--- config.mk ---
export PLATFORM = sky130hd
export DESIGN_NAME = lsu_flat
export DESIGN_NICKNAME = d
export VERILOG_FILES = /design/src/rtl/lsu_if.sv /design/src/rtl/lsu.sv /design/src/flat_wrapper.sv
export SDC_FILE = /design/constraint.sdc
export NUM_CORES = 1
export LEC_CHECK = 0
export CORE_MARGIN = 4
export CORE_UTILIZATION = 46
export DETAILED_ROUTE_END_ITERATION = 16
export PLACE_DENSITY = 0.84
export SYNTH_ARGS = -nofsm -noshare
export SYNTH_HDL_FRONTEND = slang
export SYNTH_SLANG_ARGS = --single-unit
--- constraint.sdc ---
create_clock -name clk -period 3 [get_ports clk]
set_input_delay 0.45 -clock clk [delete_from_list [all_inputs] [get_ports clk]]
set_output_delay 0.45 -clock clk [all_outputs]
set_load 0.005 [all_outputs]
--- src/rtl/lsu_if.sv ---
// ============================================================================
// Module      : lsu_if
// Description : Request, data-memory and writeback signal bundle for the LSU.
// Revision    : 1.0 - initial release
// ============================================================================
`default_nettype none

interface lsu_if;
    logic        req_valid;
    logic        req_ready;
    logic        req_we;
    logic [1:0]  req_size;
    logic        req_unsigned;
    logic [31:0] req_addr;
    logic [31:0] req_wdata;
    logic [4:0]  req_rd;

    logic        mem_req;
    logic        mem_we;
    logic [3:0]  mem_be;
    logic [31:0] mem_addr;
    logic [31:0] mem_wdata;
    logic        mem_ack;
    logic [31:0] mem_rdata;

    logic        rsp_valid;
    logic [31:0] rsp_rdata;
    logic [4:0]  rsp_rd;
    logic        rsp_err;

    // LSU side
    modport slave (
        input  req_valid, req_we, req_size, req_unsigned, req_addr, req_wdata, req_rd,
        input  mem_ack, mem_rdata,
        output req_ready,
        output mem_req, mem_we, mem_be, mem_addr, mem_wdata,
        output rsp_valid, rsp_rdata, rsp_rd, rsp_err
    );

    // Pipeline / memory side
    modport master (
        output req_valid, req_we, req_size, req_unsigned, req_addr, req_wdata, req_rd,
        output mem_ack, mem_rdata,
        input  req_ready,
        input  mem_req, mem_we, mem_be, mem_addr, mem_wdata,
        input  rsp_valid, rsp_rdata, rsp_rd, rsp_err
    );
endinterface

`default_nettype wire

--- src/rtl/lsu.sv ---
// ============================================================================
// Module      : lsu
// Description : Single-outstanding load/store unit with lane steering and
//               sign/zero extension. Misaligned accesses error without bus use.
// Revision    : 1.0 - initial release
// ============================================================================
`default_nettype none

module lsu #(
    parameter int DATA_WIDTH = 32
) (
    input  wire logic clk,
    input  wire logic rst_n,
    lsu_if.slave      bus,
    output logic      busy
);

    typedef enum logic [1:0] {
        IDLE = 2'd0,
        BUS  = 2'd1,
        RESP = 2'd2
    } state_t;

    state_t                  state;
    logic [1:0]              off;
    logic [1:0]              size;
    logic                    is_unsigned;
    logic                    is_store;
    logic [4:0]              rd;

    logic                    misaligned;
    logic [3:0]              be_next;
    logic [DATA_WIDTH-1:0]   wdata_next;
    logic [DATA_WIDTH-1:0]   load_shift;
    logic [DATA_WIDTH-1:0]   load_ext;

    assign bus.req_ready = (state == IDLE);
    assign busy          = (state != IDLE);

    always_comb begin
        misaligned = 1'b0;
        be_next    = 4'b1111;
        wdata_next = bus.req_wdata;
        unique case (bus.req_size)
            2'b00: begin
                be_next    = 4'b0001 << bus.req_addr[1:0];
                wdata_next = {4{bus.req_wdata[7:0]}};
            end
            2'b01: begin
                misaligned = bus.req_addr[0];
                be_next    = 4'b0011 << bus.req_addr[1:0];
                wdata_next = {2{bus.req_wdata[15:0]}};
            end
            2'b10: begin
                misaligned = |bus.req_addr[1:0];
            end
            default: begin
                misaligned = 1'b1;
            end
        endcase
    end

    // Bring the addressed lane down to bit 0 before extending.
    always_comb begin
        load_shift = bus.mem_rdata >> {off, 3'b000};
        load_ext   = load_shift;
        unique case (size)
            2'b00:   load_ext = is_unsigned ? {24'd0, load_shift[7:0]}
                                            : {{24{load_shift[7]}}, load_shift[7:0]};
            2'b01:   load_ext = is_unsigned ? {16'd0, load_shift[15:0]}
                                            : {{16{load_shift[15]}}, load_shift[15:0]};
            default: load_ext = load_shift;
        endcase
    end

    always_ff @(posedge clk) begin
        if (!rst_n) begin
            state         <= IDLE;
            off           <= 2'b00;
            size          <= 2'b00;
            is_unsigned   <= 1'b0;
            is_store      <= 1'b0;
            rd            <= 5'd0;
            bus.mem_req   <= 1'b0;
            bus.mem_we    <= 1'b0;
            bus.mem_be    <= 4'b0000;
            bus.mem_addr  <= '0;
            bus.mem_wdata <= '0;
            bus.rsp_valid <= 1'b0;
            bus.rsp_rdata <= '0;
            bus.rsp_rd    <= 5'd0;
            bus.rsp_err   <= 1'b0;
        end else begin
            unique case (state)
                IDLE: begin
                    if (bus.req_valid) begin
                        off         <= bus.req_addr[1:0];
                        size        <= bus.req_size;
                        is_unsigned <= bus.req_unsigned;
                        is_store    <= bus.req_we;
                        rd          <= bus.req_rd;
                        if (misaligned) begin
                            state         <= RESP;
                            bus.rsp_valid <= 1'b1;
                            bus.rsp_err   <= 1'b1;
                            bus.rsp_rdata <= '0;
                            bus.rsp_rd    <= bus.req_rd;
                        end else begin
                            state         <= BUS;
                            bus.mem_req   <= 1'b1;
                            bus.mem_we    <= bus.req_we;
                            bus.mem_be    <= be_next;
                            bus.mem_addr  <= {bus.req_addr[31:2], 2'b00};
                            bus.mem_wdata <= wdata_next;
                        end
                    end
                end
                BUS: begin
                    if (bus.mem_ack) begin
                        state         <= RESP;
                        bus.mem_req   <= 1'b0;
                        bus.rsp_valid <= 1'b1;
                        bus.rsp_err   <= 1'b0;
                        bus.rsp_rd    <= rd;
                        bus.rsp_rdata <= is_store ? '0 : load_ext;
                    end
                end
                default: begin
                    state         <= IDLE;
                    bus.rsp_valid <= 1'b0;
                end
            endcase
        end
    end

endmodule

`default_nettype wire

--- src/flat_wrapper.sv ---
// flat-port wrapper written by rule: the top's interface ports become plain ports
module lsu_flat 
#(
    parameter int DATA_WIDTH = 32
)
  (clk, rst_n, busy, bus_req_valid, bus_req_we, bus_req_size, bus_req_unsigned, bus_req_addr, bus_req_wdata, bus_req_rd, bus_mem_ack, bus_mem_rdata, bus_req_ready, bus_mem_req, bus_mem_we, bus_mem_be, bus_mem_addr, bus_mem_wdata, bus_rsp_valid, bus_rsp_rdata, bus_rsp_rd, bus_rsp_err);
  lsu_if bus_i ();
  input  wire logic clk;
  input  wire logic rst_n;
  output logic busy;
  input wire logic [$bits(bus_i.req_valid)-1:0] bus_req_valid;
  input wire logic [$bits(bus_i.req_we)-1:0] bus_req_we;
  input wire logic [$bits(bus_i.req_size)-1:0] bus_req_size;
  input wire logic [$bits(bus_i.req_unsigned)-1:0] bus_req_unsigned;
  input wire logic [$bits(bus_i.req_addr)-1:0] bus_req_addr;
  input wire logic [$bits(bus_i.req_wdata)-1:0] bus_req_wdata;
  input wire logic [$bits(bus_i.req_rd)-1:0] bus_req_rd;
  input wire logic [$bits(bus_i.mem_ack)-1:0] bus_mem_ack;
  input wire logic [$bits(bus_i.mem_rdata)-1:0] bus_mem_rdata;
  output wire logic [$bits(bus_i.req_ready)-1:0] bus_req_ready;
  output wire logic [$bits(bus_i.mem_req)-1:0] bus_mem_req;
  output wire logic [$bits(bus_i.mem_we)-1:0] bus_mem_we;
  output wire logic [$bits(bus_i.mem_be)-1:0] bus_mem_be;
  output wire logic [$bits(bus_i.mem_addr)-1:0] bus_mem_addr;
  output wire logic [$bits(bus_i.mem_wdata)-1:0] bus_mem_wdata;
  output wire logic [$bits(bus_i.rsp_valid)-1:0] bus_rsp_valid;
  output wire logic [$bits(bus_i.rsp_rdata)-1:0] bus_rsp_rdata;
  output wire logic [$bits(bus_i.rsp_rd)-1:0] bus_rsp_rd;
  output wire logic [$bits(bus_i.rsp_err)-1:0] bus_rsp_err;
  assign bus_i.req_valid = bus_req_valid;
  assign bus_i.req_we = bus_req_we;
  assign bus_i.req_size = bus_req_size;
  assign bus_i.req_unsigned = bus_req_unsigned;
  assign bus_i.req_addr = bus_req_addr;
  assign bus_i.req_wdata = bus_req_wdata;
  assign bus_i.req_rd = bus_req_rd;
  assign bus_i.mem_ack = bus_mem_ack;
  assign bus_i.mem_rdata = bus_mem_rdata;
  assign bus_req_ready = bus_i.req_ready;
  assign bus_mem_req = bus_i.mem_req;
  assign bus_mem_we = bus_i.mem_we;
  assign bus_mem_be = bus_i.mem_be;
  assign bus_mem_addr = bus_i.mem_addr;
  assign bus_mem_wdata = bus_i.mem_wdata;
  assign bus_rsp_valid = bus_i.rsp_valid;
  assign bus_rsp_rdata = bus_i.rsp_rdata;
  assign bus_rsp_rd = bus_i.rsp_rd;
  assign bus_rsp_err = bus_i.rsp_err;
  lsu #(.DATA_WIDTH(DATA_WIDTH)) u_core (.clk(clk), .rst_n(rst_n), .bus(bus_i), .busy(busy));
endmodule
## Yosys cells after proc, flatten, opt, wreduce, memory -nomap -nowiden

Cells that the tools add are included.

| storage, ports and cells | value |
|---|---|
| register bits | 120 |
| logic and storage cells | 67 |

| cells by class | value |
|---|---|
| mux-type cells | 28 |
| reductions and logical operators | 12 |
| shift-type cells | 3 |
| bitwise operators | 1 |
| equality and inequality tests | 8 |

Operators by type and width:

| cell | count |
|---|---|
| 2-to-1 mux 32 bit | 6 |
| case mux 32 bit (2 select lines) | 3 |
| >> shifter 32 x 5 -> 32 bit | 1 |
| 2-to-1 mux 5 bit | 3 |
| case mux 5 bit (2 select lines) | 1 |
| case mux 4 bit (2 select lines) | 1 |
| AND reduction 4 bit | 2 |
| == test 2 x 1 -> 1 bit (second input constant) | 3 |
| logical NOT 2 bit | 3 |
| 2-to-1 mux 1 bit | 6 |
| 2-to-1 mux 2 bit | 3 |
| inequality test 2 bit (second input constant) | 3 |
| case mux 1 bit (2 select lines) | 3 |
| AND reduction 3 bit | 2 |
| case mux 2 bit (2 select lines) | 1 |
| AND reduction 2 bit | 2 |
| nonzero test 2 bit | 2 |
| left shift 1 x 2 -> 4 bit (first input constant) | 1 |
| left shift 2 x 2 -> 4 bit (first input constant) | 1 |
| case mux 1 bit (3 select lines) | 1 |
| == test 2 bit (second input constant) | 1 |
| inequality test 2 x 1 -> 1 bit (second input constant) | 1 |
| OR reduction 2 bit | 1 |
| inverter 1 bit | 1 |

## Logic depth before layout (Yosys ltp)

Gate-level depths: netlist of the first run.

| depth | value |
|---|---|
| depth after elaboration | 6 |
| mapped depth | 8 |

## Worst setup path before layout of the first run

OpenSTA, ideal clock, no wires.

| path | value |
|---|---|
| kind | input to register |
| start | in bus_req_size[1] |
| end | reg u_core.bus.rsp_rdata[17] |
| setup slack | 1260 ps |
| stages | 5 |
| data arrival time | 1682 ps |
| path through | o21ai_0 > a311oi_2 > nor2_1 > clkbuf_1 > a211o_1 |

| on the way | value |
|---|---|
| word-level cells in the longest chain between the ends | 4 |
| elaborated cells between the ends (all ways) | 6 |
| those cells by class | eq/ne: 3; mux: 1; reduce/logical: 2 |

Ends and longest elaborated chain:

| element | line | source |
|---|---|---|
| from (decl) | flat_wrapper.sv:13 | `input wire logic [$bits(bus_i.req_size)-1:0] bus_req_size;` |
| == test 2 bit, or another cell as far along | lsu.sv:44 | `unique case (bus.req_size)` |
| case mux 1 bit (3 select lines) (*) | lsu.sv:44 |  |
| inequality test 2 x 1 -> 1 bit (no source line) (*) | n/a |  |
| AND reduction 4 bit (no source line) (*) | n/a |  |
| to (signal assigned) | lsu.sv:125 | `bus.rsp_rdata <= is_store ? '0 : load_ext;` |
| to (decl) | lsu_if.sv:37 | `output rsp_valid, rsp_rdata, rsp_rd, rsp_err` |

Mark *: on every way between the ends. The rest lies on a longest branch, timed or not.
A chain may end at the register's enable or synchronous reset.

## Worst setup path in the final report of the first run

| path | value |
|---|---|
| start | reg u_core.state[1] |
| end | out busy |

| on the way | value |
|---|---|
| word-level cells in the longest chain between the ends | 1 |

Ends and longest elaborated chain:

| element | line | source |
|---|---|---|
| from (decl) | lsu.sv:24 | `state_t state;` |
| from (signal assigned) | lsu.sv:78 | `state <= IDLE;` |
| from (signal assigned) | lsu.sv:103 | `state <= RESP;` |
| from (signal assigned) | lsu.sv:109 | `state <= BUS;` |
| nonzero test 2 bit | lsu.sv:38 | `assign busy = (state != IDLE);` |
| to (decl) | flat_wrapper.sv:10 | `output logic busy;` |

Every way passes these cells.

==> impl_metrics.json, run 1 <==
{
  "pwr-share-clk": 0.443,
  "initial_utilization": 0.474,
  "finalSetupViolCount": 0,
  "whs_ns": 0.453,
  "cts.clk_slew.worst_paths_ns": 0.06,
  "post-synth-top-area-cell": "dfxtp_1",
  "worst_hold_path_type": "flip-flop to flip-flop",
  "comb_power_share": 0.165,
  "vdd.ir_drop.worst_mv": 0.373,
  "drc": 0,
  "r2r.worst_path.cells": 4,
  "first_global_vias": 5431,
  "powerDensity_nw_per_um2": 554,
  "drv.max_cap_violation_count": 0,
  "fp.dieH_um": 114,
  "worst_hold_startpoint": "u_core.bus.mem_addr[24]",
  "wl_per_cell_um": 18.2,
  "critical_path.max_fanout": 9,
  "finalSetupTns_ns": 0,
  "holdPathEnd": "u_core.bus.mem_addr[24]",
  "critical-path-max-stage-delay_ns": 0.48,
  "nNetsFinal": 915,
  "hpwlAfterDp_um": 12500,
  "clock-sinks": 120,
  "postSynthCellCount": 608,
  "internal_power_mw": 3.34,
  "wl_met1_um": 6640,
  "p_switching_mw": 1.09,
  "post_cts_resize_count": 0,
  "grt_first_pass_wirelength_um": 27700,
  "critical-path-top-delay-family": "buffers and inverters",
  "layout-drive-gt1-share": 0.0759,
  "worst_clock_skew_ns": 0.00597,
  "r2r_slack_ns": 0.79,
  "antenna_found_initial": 0,
  "gr-usage-all-layers": 0.267,
  "final_period_minus_worst_setup_slack_ns": 2.36,
  "dr.pass1.iters": 7,
  "die_area_um2": 13000,
  "avgViaCountPerCell": 5.55,
  "hold_viol_final": 0,
  "io_buffers": 217,
  "layout-area-overhead-vs-synth_pct": 54.2,
  "timing.setup.critical_path_class": "flip-flop to output pin",
  "clock_insertion_delay_worst_skew_ns": 0.41,
  "place.gp.congestion": 0.875,
  "worst_margin_pin_slew_ns": 0.895,
  "dr_total_vias": 5309,
  "clock_tree.root_cell": "clkbuf_16",
  "worstPathBufferInverterCount": 2,
  "crit_arrival_ns": 1.91,
  "drt_iter0_drc": 333,
  "highest_routed_metal_layer": "met4",
  "cp.required_ns": 2.55,
  "switching_share": 0.245,
  "synth_sequential_area_ratio": 0.463,
  "cts_setup_buffers": 0,
  "timing.final.crit_share": 0.787,
  "synthesis.area_per_instance_um2": 8.53,
  "endpoint_kind": "output pin",
  "timing.critical_path.cells": "nor2_1, inv_1, clkdlybuf4s50_1",
  "min_delay_path_depth": 2,
  "routed_length_on_met3_um": 1880,
  "cts_max_path_buffers": 2,
  "tritoncts": "yes",
  "synth_async_sr_flop_share": 0,
  "number_of_inserted_diodes": 0,
  "synth_top_cell_area_share": 0.463,
  "outcome": "complete, no violations",
  "drt.antenna.violating_nets": 0,
  "clock.fmax_mhz": 424,
  "h-tree-depth": 4,
  "power.sequential.fraction": 0.391,
  "critPathLaunchType": "flip-flop",
  "synth-edff-count": 0,
  "grt_start_max_net_pins": 95,
  "slew_violations": 0,
  "syn_area_um2": 5190,
  "wirelength_um": 17400,
  "slowest_stage": "clkdlybuf4s50_1",
  "floorplan.io_pins": 220,
  "cts_made_buffers": 17,
  "r2r-end": "u_core.bus.rsp_rdata[29]",
  "core_area_um2": 10900,
  "synth_seq_cells": 120,
  "rows": 38,
  "wl_met2_um": 8470,
  "synth.area.top_cells": "dfxtp_1 (46%), nand2_1 (10%), mux2i_1 (7.7%)",
  "rsz0062_at_grt": "no",
  "cts_hold_repair_buffers": 0,
  "fp.dieW_um": 114,
  "synth_top_flop_cell": "dfxtp_1",
  "setup_crit_start": "u_core.state[1]",
  "globalRoute.totalOverflow": 0,
  "ys.warnings.count": 0,
  "power_leakage_nw": 3.01,
  "r2r-start": "u_core.state[1]",
  "ys_types": 44,
  "max_transition_margin": 0.402
}
[worst register-to-register path, stage by stage, from the launching register on]
cell and delay [ns]:
dfxtp_1 0.42, and4bb_1 0.60, nand4b_2 0.34, nor2_1 0.55, a221o_2 0.25
[power groups by stage]
| stage | logic (mW) | clock network, mW | registers, mW |
|---|---|---|---|
| global placement | 0.707 | 0 | 1.76 |
| finish | 0.732 | 1.96 | 1.73 |
| detailed placement | 0.722 | 0 | 1.77 |
| floorplan | 0.328 | 0 | 1.76 |
| global route | 0.793 | 2.05 | 1.74 |
| CTS | 0.731 | 1.99 | 1.73 |
[kinds of logic (layout without fill, tap and decap cells)]
kind of cell           count (synthesis)  in the layout  synth area share
and+or+nand+nor                      220            220             0.180
muxes                                 42             42            0.0837
DFF                                  120            120             0.463
buffers and inverters                 57            265            0.0521
AOI/OAI and AO/OA                    168            168             0.220
other                                  1              2          0.000723
[placed cells by master, fill, tap and decap left out, types with 6 or more instances in the layout]
| cell | Yosys | final |
|---|---|---|
| a32oi_1 | 7 | 7 |
| nor2b_1 | 9 | 9 |
| dfxtp_1 | 120 | 120 |
| a211oi_1 | 15 | 15 |
| clkbuf_16 | 0 | 17 |
| a21oi_1 | 67 | 67 |
| nor2_1 | 49 | 49 |
| buf_4 | 3 | 10 |
| o2bb2ai_1 | 8 | 8 |
| nand3b_1 | 7 | 7 |
| mux2i_1 | 40 | 40 |
| a211o_2 | 6 | 6 |
| a221o_1 | 6 | 6 |
| o21ai_0 | 28 | 28 |
| a311oi_1 | 10 | 10 |
| nand2_1 | 141 | 141 |
| clkdlybuf4s50_1 | 0 | 217 |
| a211o_1 | 9 | 9 |
[layer usage]
metal,track usage,vias to the layer above
met3,0.100,32
met5,0,-
met1,0.303,2513
met4,0.116,0
met2,0.447,247
li1,-,2517
[synthesized netlist by cell type (2+ instances only)]
cell type  number
buf_6           3
a32oi_1         7
buf_2          18
a21oi_1        67
a311oi_1       10
a211o_1         9
dfxtp_1       120
mux2i_1        40
o2bb2ai_1       8
a221o_1         6
nor3_1          2
inv_1           5
buf_1           3
nor2_1         49
a311o_1         2
nor3b_1         2
nor2b_1         9
buf_4           3
a211o_2         6
nand3b_1        7
a221o_2         2
a211oi_1       15
clkbuf_1       25
nand2_1       141
o21bai_1        2
nand3_1         2
o21ai_0        28
[metrics by stage]
step	std cells	area, um2	utilization	worst slack, ns	power (mW)
4_1_cts	957	8000	0.732	0.672	4.45
5_1_grt	957	8000	0.732	0.564	4.59
2_1_floorplan	609	5190	-	1.26	2.09
6_report	957	8000	0.732	0.640	4.43
3_5_place_dp	927	7430	0.679	0.362	2.49
3_3_place_gp	927	7430	0.679	0.390	2.47
[registers in the layout (all words and copies together), names as in the netlist]
signal	cells
u_core.is_store	1
u_core.state	2
u_core.is_unsigned	1
u_core.off	2
u_core.bus.rsp_rd	5
u_core.bus.rsp_err	1
u_core.bus.mem_be	4
u_core.bus.mem_we	1
u_core.rd	5
u_core.bus.mem_req	1
u_core.bus.rsp_rdata	32
u_core.bus.mem_wdata	32
u_core.bus.rsp_valid	1
u_core.size	2
u_core.bus.mem_addr	30
[area by class of cell]
| type | count | area [um2] |
|---|---|---|
| tap | 140 | 175 |
| multi-input combinational | 432 | 2520 |
| timing repair buffer | 230 | 2310 |
| sequential | 120 | 2400 |
| inverter | 5 | 18.8 |
| clock buffer | 22 | 474 |
| fill | 809 | 2940 |
| clock inverter | 8 | 97.6 |
[how the worst max path moves through the flow]
stage	to	slack, ns	cells past startpoint
final	busy	0.64	3
after global routing	u_core.bus.mem_wdata[15]	0.56	6
after CTS	busy	0.67	3
after detailed placement	u_core.bus.mem_wdata[10]	0.36	6
after global placement	u_core.bus.rsp_rdata[30]	0.39	5
after floorplan	u_core.bus.rsp_rdata[17]	1.26	5
No activity file was read; power rests on OpenSTA's default activity.
==> inputs of run 2 (changes only) <==
--- a/config.mk
+++ b/config.mk
@@ -6,9 +6,9 @@
 export NUM_CORES = 1
 export LEC_CHECK = 0
 export CORE_MARGIN = 4
-export CORE_UTILIZATION = 46
+export CORE_UTILIZATION = 43
 export DETAILED_ROUTE_END_ITERATION = 16
-export PLACE_DENSITY = 0.84
+export PLACE_DENSITY = 0.79
 export SYNTH_ARGS = -nofsm -noshare
 export SYNTH_HDL_FRONTEND = slang
 export SYNTH_SLANG_ARGS = --single-unit
==> constraint.sdc (replaced) <==
create_clock -name clk -period 2.3 [get_ports clk]
set_input_delay 0.345 -clock clk [delete_from_list [all_inputs] [get_ports clk]]
set_output_delay 0.345 -clock clk [all_outputs]
set_load 0.005 [all_outputs]
==> run 2 against run 1 <==
Compared with the run above:
- combinational power increased by 33%
- first-iteration DRC count increased by 22%
- setup slack got worse by 0.39 ns
- cell count increased by 2.1%
- hold slack about the same
- wire length about the same
- critical path type is now input pin to flip-flop
- critical endpoint is now u_core.bus.rsp_rdata[14]
- largest cell class unchanged
- largest power group unchanged
==> impl_metrics.json, run 2 (synthesized netlist as in run 1, its figures left out) <==
{
  "globalRouteMet2Util": 0.407,
  "cts_made_buffers": 17,
  "clock_insertion_delay_worst_skew_ns": 0.40,
  "critical_path.max_fanout": 17,
  "setup_crit_start": "bus_req_addr[0]",
  "drt.antenna.violating_nets": 0,
  "finalSetupViolCount": 0,
  "postLayoutCoreUtil": 0.704,
  "cts_hold_repair_buffers": 0,
  "hpwlAfterDp_um": 12700,
  "cts_max_path_buffers": 2,
  "grt_first_pass_wirelength_um": 28000,
  "layout-area-overhead-vs-synth_pct": 57.5,
  "initial_utilization": 0.447,
  "fp.dieW_um": 118,
  "power_leakage_nw": 3.11,
  "global_route.usage.met3": 0.113,
  "drt_iter0_drc": 405,
  "dr.pass1.iters": 8,
  "numPlacedInstances": 945,
  "crit_arrival_ns": 2.36,
  "post_layout_nonfiller_instances": 977,
  "timing.critical_path.cells": "clkdlybuf4s50_1, o21ai_0, a311oi_2, nor2_2, buf_4, o2bb2ai_1",
  "worst_hold_path_type": "flip-flop to flip-flop",
  "io_buffers": 217,
  "worstPathBufferInverterCount": 2,
  "worst_clock_skew_ns": 0.00772,
  "fp.dieH_um": 118,
  "tritoncts": "yes",
  "timing.setup.critical_path_class": "input pin to flip-flop",
  "critical-path-max-stage-delay_ns": 0.55,
  "clock.fmax_mhz": 489,
  "hold_viol_final": 0,
  "cp.required_ns": 2.61,
  "powerDensity_nw_per_um2": 746,
  "rows": 39,
  "gr-usage-all-layers": 0.245,
  "final_period_minus_worst_setup_slack_ns": 2.05,
  "clock-sinks": 120,
  "wl_per_cell_um": 17.9,
  "die_area_um2": 13900,
  "wirelength_um": 17400,
  "floorplan.io_pins": 220,
  "dr_total_vias": 5307,
  "first_global_vias": 5461,
  "number_of_inserted_diodes": 0,
  "worst_hold_startpoint": "u_core.bus.mem_wdata[2]",
  "grt_start_max_net_pins": 95,
  "slowest_stage": "nor2_2",
  "largest_registers": "u_core.bus.mem_wdata: 32 flops, u_core.bus.rsp_rdata: 32 flops, u_core.bus.mem_addr: 30 flops",
  "place.gp.congestion": 0.895,
  "antenna_found_initial": 1,
  "drv.max_cap_violation_count": 0,
  "globalRoute.totalOverflow": 0,
  "drc": 0,
  "grt_util_met1": 0.283,
  "layout.cells.most_common": "clkdlybuf4s50_1",
  "outcome": "complete, no violations",
  "critical-path-top-delay-family": "buffers and inverters",
  "critPathLaunchType": "input pin",
  "vdd.ir_drop.worst_mv": 0.497,
  "worst_margin_pin_slew_ns": 0.989,
  "max_transition_margin": 0.341,
  "slew_violations": 0,
  "h-tree-depth": 4,
  "top_usage_layer": "met2",
  "clock_tree.root_cell": "clkbuf_16",
  "avgViaCountPerCell": 5.43,
  "core_area_um2": 11600,
  "most-common-layout-cells": "clkdlybuf4s50_1 (217), nand2_1 (141), dfxtp_1 (120), a21oi_1 (67), nor2_1 (48)",
  "cts.clk_slew.worst_paths_ns": 0.05,
  "rsz0062_at_grt": "no",
  "endpoint_kind": "flip-flop",
  "nNetsFinal": 930,
  "r2r-start": "u_core.off[0]",
  "timing.final.crit_share": 0.890,
  "layout-drive-gt1-share": 0.0935
}
## run 2: changes by cell type in the layout (fill, tap and decap cells not counted), sizes merged
cell,change
bufinv,+3
clkbuf,+1
clkinvlp,-3
buf,+15
clkinv,+1
## run 2: repair_timing
action                                  4_1_cts  5_1_grt
resized for setup                             1        0
endpoints found under the setup margin        8        0
buffers inserted                              0        0
## run 2: power by group
part	internal (mW)	switching, mW	total (mW)
clock network	1.97	0.887	2.86
logic	0.526	0.450	0.976
registers	2.19	0.0680	2.26
## run 2: final timing paths
| kind | depth (start not counted) | slack [ns] | to |
|---|---|---|---|
| hold / removal | 2 | 0.45 | u_core.bus.mem_wdata[2] |
| setup / recovery | 6 | 0.25 | u_core.bus.rsp_rdata[14] |
| hold reg to reg | 2 | 0.45 | u_core.bus.mem_wdata[2] |
| setup reg to reg | 4 | 0.36 | u_core.bus.rsp_rdata[14] |
## run 2: routing by layer
metal  vias to the layer above  wire (um)  part of all wire
met1                      2487       6980              0.40
met2                       240       8240              0.47
met5                         -         13           0.00075
met3                        25       1900              0.11
met4                         2        320             0.018
li1                       2553          -                 -
## run 2: area by class of cell
class                      count  area (um2)
clock buffer                  23         468
clock inverter                 9         170
fill                         911        3440
inverter                       5        18.8
multi-input combinational    432        2530
sequential                   120        2400
tap                          143         179
timing repair buffer         245        2410
## run 2: worst register-to-register path, cell delays in order (launching register included)
cell and delay, ns:
dfxtp_1 0.52, mux4_2 0.31, nor3b_1 0.74, a21oi_1 0.09
o2bb2ai_1 0.20
## run 2: per-stage QoR
step	total power [mW]	setup TNS (ns)	instance area [um2]	hold WS, ns	worst slack (ns)
detailed placement	3.27	-7.49	7530	0.446	-0.422
floorplan	2.72	0	5190	0.432	0.585
global route	6.34	0	8170	0.472	0.0565
CTS	6.14	0	8170	0.453	0.240
finish	6.10	0	8170	0.453	0.254
global placement	3.24	-5.71	7530	0.441	-0.341
